[config.mk]
export PLATFORM = sky130hd
export DESIGN_NAME = input_compute
export DESIGN_NICKNAME = d
export VERILOG_FILES = /design/src/rtl/input_compute.sv
export SDC_FILE = /design/constraint.sdc
export NUM_CORES = 1
export LEC_CHECK = 0
export BUFFER_PORTS_ARGS = -buffer_cell sky130_fd_sc_hd__buf_2
export CAP_MARGIN = 20
export CORE_MARGIN = 1
export CORE_UTILIZATION = 40
export CTS_BUF_LIST = sky130_fd_sc_hd__clkbuf_16
export DETAILED_ROUTE_END_ITERATION = 12
export GPL_ROUTABILITY_DRIVEN = 0
export PLACE_DENSITY_LB_ADDON = 0.15
export SLEW_MARGIN = 40
export SYNTH_ARGS = -nofsm -noshare
export SYNTH_HDL_FRONTEND = slang
export SYNTH_SLANG_ARGS = --single-unit
[constraint.sdc]
create_clock -name clk -period 9.15 [get_ports clk]
set_clock_uncertainty 0.2 [all_clocks]
set_input_delay 0 -clock clk [delete_from_list [all_inputs] [get_ports clk]]
set_output_delay 0 -clock clk [all_outputs]
set_load 0.1 [all_outputs]
[src/rtl/input_compute.sv]
// Fully-connected DNN layer engine. It answers the scheduler's start/done handshake and streams
// activations and weights from synchronous-read memories into a single MAC.
module input_compute #(
  parameter int DATA_W  = 8,
  parameter int ACC_W   = 24,
  parameter int NUM_IN  = 16,
  parameter int NUM_OUT = 8,
  parameter int FRAC    = 4,
  localparam int IA_W   = $clog2(NUM_IN),
  localparam int WA_W   = $clog2(NUM_IN * NUM_OUT),
  localparam int OA_W   = (NUM_OUT > 1) ? $clog2(NUM_OUT) : 1
) (
  input  logic              clk,
  input  logic              reset,
  input  logic              input_compute_start,
  output logic              input_compute_done,
  output logic              busy,
  output logic              in_rd_en,
  output logic [IA_W-1:0]   in_addr,
  input  logic [DATA_W-1:0] in_data,
  output logic              w_rd_en,
  output logic [WA_W-1:0]   w_addr,
  input  logic [DATA_W-1:0] w_data,
  output logic              out_wr_en,
  output logic [OA_W-1:0]   out_addr,
  output logic [DATA_W-1:0] out_data
);

  typedef enum logic [2:0] {
    S_IDLE,
    S_FETCH,
    S_DRAIN,
    S_WRITE,
    S_DONE
  } state_t;

  state_t state_q, state_d;

  logic [IA_W-1:0]          i_q;
  logic [WA_W-1:0]          wa_q;
  logic [OA_W-1:0]          o_q;
  logic signed [ACC_W-1:0]  acc_q;
  logic                     prod_vld_q;

  logic                     last_in;
  logic                     last_out;
  logic signed [2*DATA_W-1:0] prod;
  logic signed [ACC_W-1:0]  prod_ext;
  logic signed [ACC_W-1:0]  shifted;
  logic [DATA_W-1:0]        result;

  assign last_in  = (i_q == IA_W'(NUM_IN - 1));
  assign last_out = (o_q == OA_W'(NUM_OUT - 1));

  always_ff @(posedge clk or negedge reset) begin
    if (!reset) begin
      state_q <= S_IDLE;
    end else begin
      state_q <= state_d;
    end
  end

  always_comb begin
    state_d            = state_q;
    busy               = 1'b0;
    input_compute_done = 1'b0;
    in_rd_en           = 1'b0;
    w_rd_en            = 1'b0;
    out_wr_en          = 1'b0;
    case (state_q)
      S_IDLE: begin
        if (input_compute_start) begin
          state_d = S_FETCH;
        end
      end
      S_FETCH: begin
        busy     = 1'b1;
        in_rd_en = 1'b1;
        w_rd_en  = 1'b1;
        if (last_in) begin
          state_d = S_DRAIN;
        end
      end
      S_DRAIN: begin
        busy    = 1'b1;
        state_d = S_WRITE;
      end
      S_WRITE: begin
        busy      = 1'b1;
        out_wr_en = 1'b1;
        state_d   = last_out ? S_DONE : S_FETCH;
      end
      S_DONE: begin
        busy               = 1'b1;
        input_compute_done = 1'b1;
        state_d            = S_IDLE;
      end
      default: begin
        state_d = S_IDLE;
      end
    endcase
  end

  // Memory data lags the read by one cycle, so the MAC consumes the product of the
  // previous FETCH cycle; prod_vld_q marks that slot (the DRAIN cycle takes the last one).
  assign prod     = $signed(in_data) * $signed(w_data);
  assign prod_ext = ACC_W'(prod);

  always_ff @(posedge clk or negedge reset) begin
    if (!reset) begin
      i_q        <= '0;
      wa_q       <= '0;
      o_q        <= '0;
      acc_q      <= '0;
      prod_vld_q <= 1'b0;
    end else begin
      prod_vld_q <= (state_q == S_FETCH);
      if (prod_vld_q) begin
        acc_q <= acc_q + prod_ext;
      end
      case (state_q)
        S_IDLE: begin
          if (input_compute_start) begin
            i_q   <= '0;
            wa_q  <= '0;
            o_q   <= '0;
            acc_q <= '0;
          end
        end
        S_FETCH: begin
          if (!last_in) begin
            i_q  <= i_q + IA_W'(1);
            wa_q <= wa_q + WA_W'(1);
          end
        end
        S_WRITE: begin
          acc_q <= '0;
          i_q   <= '0;
          // Weights are row-major, so the next neuron's row starts right after this one's last index.
          if (!last_out) begin
            o_q  <= o_q + OA_W'(1);
            wa_q <= wa_q + WA_W'(1);
          end
        end
        default: begin
        end
      endcase
    end
  end

  assign in_addr  = i_q;
  assign w_addr   = wa_q;
  assign out_addr = o_q;

  assign shifted = acc_q >>> FRAC;

  always_comb begin
    if (shifted[ACC_W-1]) begin
      result = '0;
    end else if (|shifted[ACC_W-2:DATA_W-1]) begin
      result = {1'b0, {(DATA_W-1){1'b1}}};
    end else begin
      result = shifted[DATA_W-1:0];
    end
  end

  assign out_data = out_wr_en ? result : '0;

endmodule

==> impl_metrics.ini <==
[setup_path]
regToRegEndpoint = acc_q[21]
r2r_cells = 17
path_max_fanout = 17
endpoint_kind = flip-flop
critPathKind = in2reg
cp_data_arrival_time_ns = 5.01
cp-start-kind = primary input
cp.required_ns = 9.08
r2r_slack_ns = 4.12
rr_startpoint = acc_q[6]

[sta]
slew_headroom = 0.6156
setup-tns-final_ns = 0
setup_violations = 0
hold_viol_final = 0
finalCriticalPeriod_ns = 5.078
rsz0062_at_grt = no
max_freq_ghz = 0.1969
min_period_over_period = 0.5550
slew_violations = 0
tightest_slew_ns = 0.5766

[clocking]
htreeDepth = 2
clk_latency_ns = 0.28
cts_buffers = 5
cts.sinks = 42
ctsResizeCount = 0
path_clk_slew_ns = 0.06
cts-root-buf = clkbuf_16
cts_tree = yes
clock_tree.buffer_depth = 2

[grt]
antenna_found_initial = 0
grt_usage = 0.1761
grt_max_degree = 43
overflow = 0
grt_pass1_vias = 4670
grt_first_pass_wirelength_microns = 22920

[logic_synthesis]
synth_area_leaders = fa_1, dfrtp_1, ha_1, inv_1, and2_1
synthCells = 623
synth_edf_count = 0
synth-seq-cells = 42
syn_area_sq_um = 6153
ys_warn_count = 0
synthFlopType = dfrtp_1
yosysSeqAreaShare = 0.1708
yosysTopAreaCell = fa_1
yosysTopAreaCellShare = 0.3383
synth_cell_types = 59
async_reset_ff_frac = 1.000
avgSynthCellArea_sq_um = 9.877
syn_nets = 804

[min_path]
hold_path_class = in2async

[floorplanning]
num_rows = 44
ios = 46
core-area_sq_um = 14750
die_h_microns = 126.0
die_w_microns = 126.0
dieArea_sq_um = 15880
initial_utilization = 0.4171

[finish]
area_delta_synth_final_pct = 9.435
fin_nets = 843
diodes = 0
drive_above_1_share = 0.1026

[detailed_routing]
vias_per_cell = 5.140
totalWireLength_microns = 12870
drc = 0
vias = 4354
wl_met3_microns = 209
ant_nets = 0
top_layer = met4
drt_iter0_markers = 173
drt-pass1-iter-count = 4
wire_per_inst_microns = 15.19
route.met2.wl_microns = 6618
drt-met1-wl_microns = 5965

[placed_design]
dp_hpwl_microns = 10960
io_buffer_count = 44

[status]
outcome = complete, no violations

[flow_run]
cap_violations = 0
==> cell usage in the layout (no fill, tap or decap), types with 10 or more instances in the layout <==
cell type	synthesis	routed
fa_1	104	104
inv_1	101	102
ha_1	58	58
nand2_1	49	49
buf_2	4	43
dfrtp_1	42	42
nor2_1	38	38
and2_1	33	31
o21ai_0	24	24
a21oi_1	16	15
mux2i_1	13	13
xnor2_1	12	12
o21a_1	10	10
==> sequential cells by signal, summed over array words and instances, names as in the netlist <==
name / cells
in_addr: 4
prod_vld_q: 1
state_q: 3
out_addr: 3
w_addr: 7
acc_q: 24
==> cell type report <==
type	count	area [sq um]
fill	1440	8020
multi-input combinational	463	4646
sequential	42	1051
inverter	102	382.9
timing repair buffer	48	257.7
tap	184	230.2
clock buffer	5	125.1
clock inverter	3	41.29
==> synth_stat cells, types with 2 or more instances <==
library cell	instances
nand3_1	9
fa_1	104
nor3_1	7
a211oi_1	5
o21ai_0	24
inv_1	101
xor2_1	8
ha_1	58
a21o_1	9
a21boi_0	2
buf_2	4
a31oi_1	4
o31ai_1	2
nor4_1	4
clkbuf_1	8
o2111ai_1	2
a21oi_1	16
or3_1	3
o21bai_1	2
o22ai_1	2
nor2_1	38
o21ai_1	4
dfrtp_1	42
xnor2_1	12
and3_2	2
mux2i_1	13
and3_1	2
a22o_1	2
nand2b_1	7
buf_4	2
and2_1	33
o21a_1	10
nand4_1	7
nand3_2	2
nand2_1	49
==> per-stage QoR <==
stage | worst slack, ns | cell area, sq um | utilization | hold WS [ns] | instances
6_report | 4.072 | 6734 | 0.4564 | 0.06412 | 847
5_1_grt | 3.704 | 6734 | 0.4564 | 0.1173 | 847
3_3_place_gp | 3.423 | 6543 | 0.4434 | 0.01559 | 837
3_5_place_dp | 3.648 | 6546 | 0.4437 | -0.1620 | 837
2_1_floorplan | 3.992 | 6153 | - | -0.4956 | 623
4_1_cts | 3.943 | 6733 | 0.4563 | 0.07650 | 847
==> per-layer routing <==
layer | track usage | up-vias
met4 | 0.01276 | 0
li1 | - | 2098
met2 | 0.3107 | 60
met3 | 0.01317 | 6
met5 | 0 | -
met1 | 0.2468 | 2190
==> timing repair <==
item | in CTS | in global routing
hold buffers | 2 | 0
endpoints found under the hold margin | 43 | 0
endpoints found under the setup margin | 0 | 0
buffers inserted | 0 | 0
==> cell families after synthesis <==
family / after synthesis / synth area share
compound gates: 97 / 0.1082
flops: 42 / 0.1708
fa+ha+maj: 162 / 0.4563
other cells: 1 / 0.0006094
simple gates: 169 / 0.1375
mux: 14 / 0.02298
xor+xnor: 20 / 0.02847
buf+inv: 118 / 0.07523
==> worst max-delay path, stage by stage <==
cell,delay (ns)
buf_2,0.16
and2_2,0.55
inv_1,0.12
fa_1,0.50
inv_1,0.05
fa_1,0.52
fa_1,0.44
fa_1,0.58
fa_1,0.43
ha_1,0.36
o21ai_1,0.15
nor4_1,0.08
nor2_1,0.23
nand3_2,0.13
a2111oi_2,0.44
or3_1,0.18
a31oi_1,0.10
==> how the worst max path moves through the flow <==
stage / end / slack [ns] / from
after floorplan: acc_q[22] / 3.99 / w_data[1]
after global placement: acc_q[23] / 3.42 / w_data[0]
after detailed placement: acc_q[22] / 3.65 / w_data[1]
after CTS: acc_q[22] / 3.94 / w_data[1]
after global routing: acc_q[21] / 3.70 / w_data[0]
final: acc_q[21] / 4.07 / w_data[0]
Power is not shown: default switching activity piles up to over one toggle a cycle in this logic, so the estimate is an artifact.
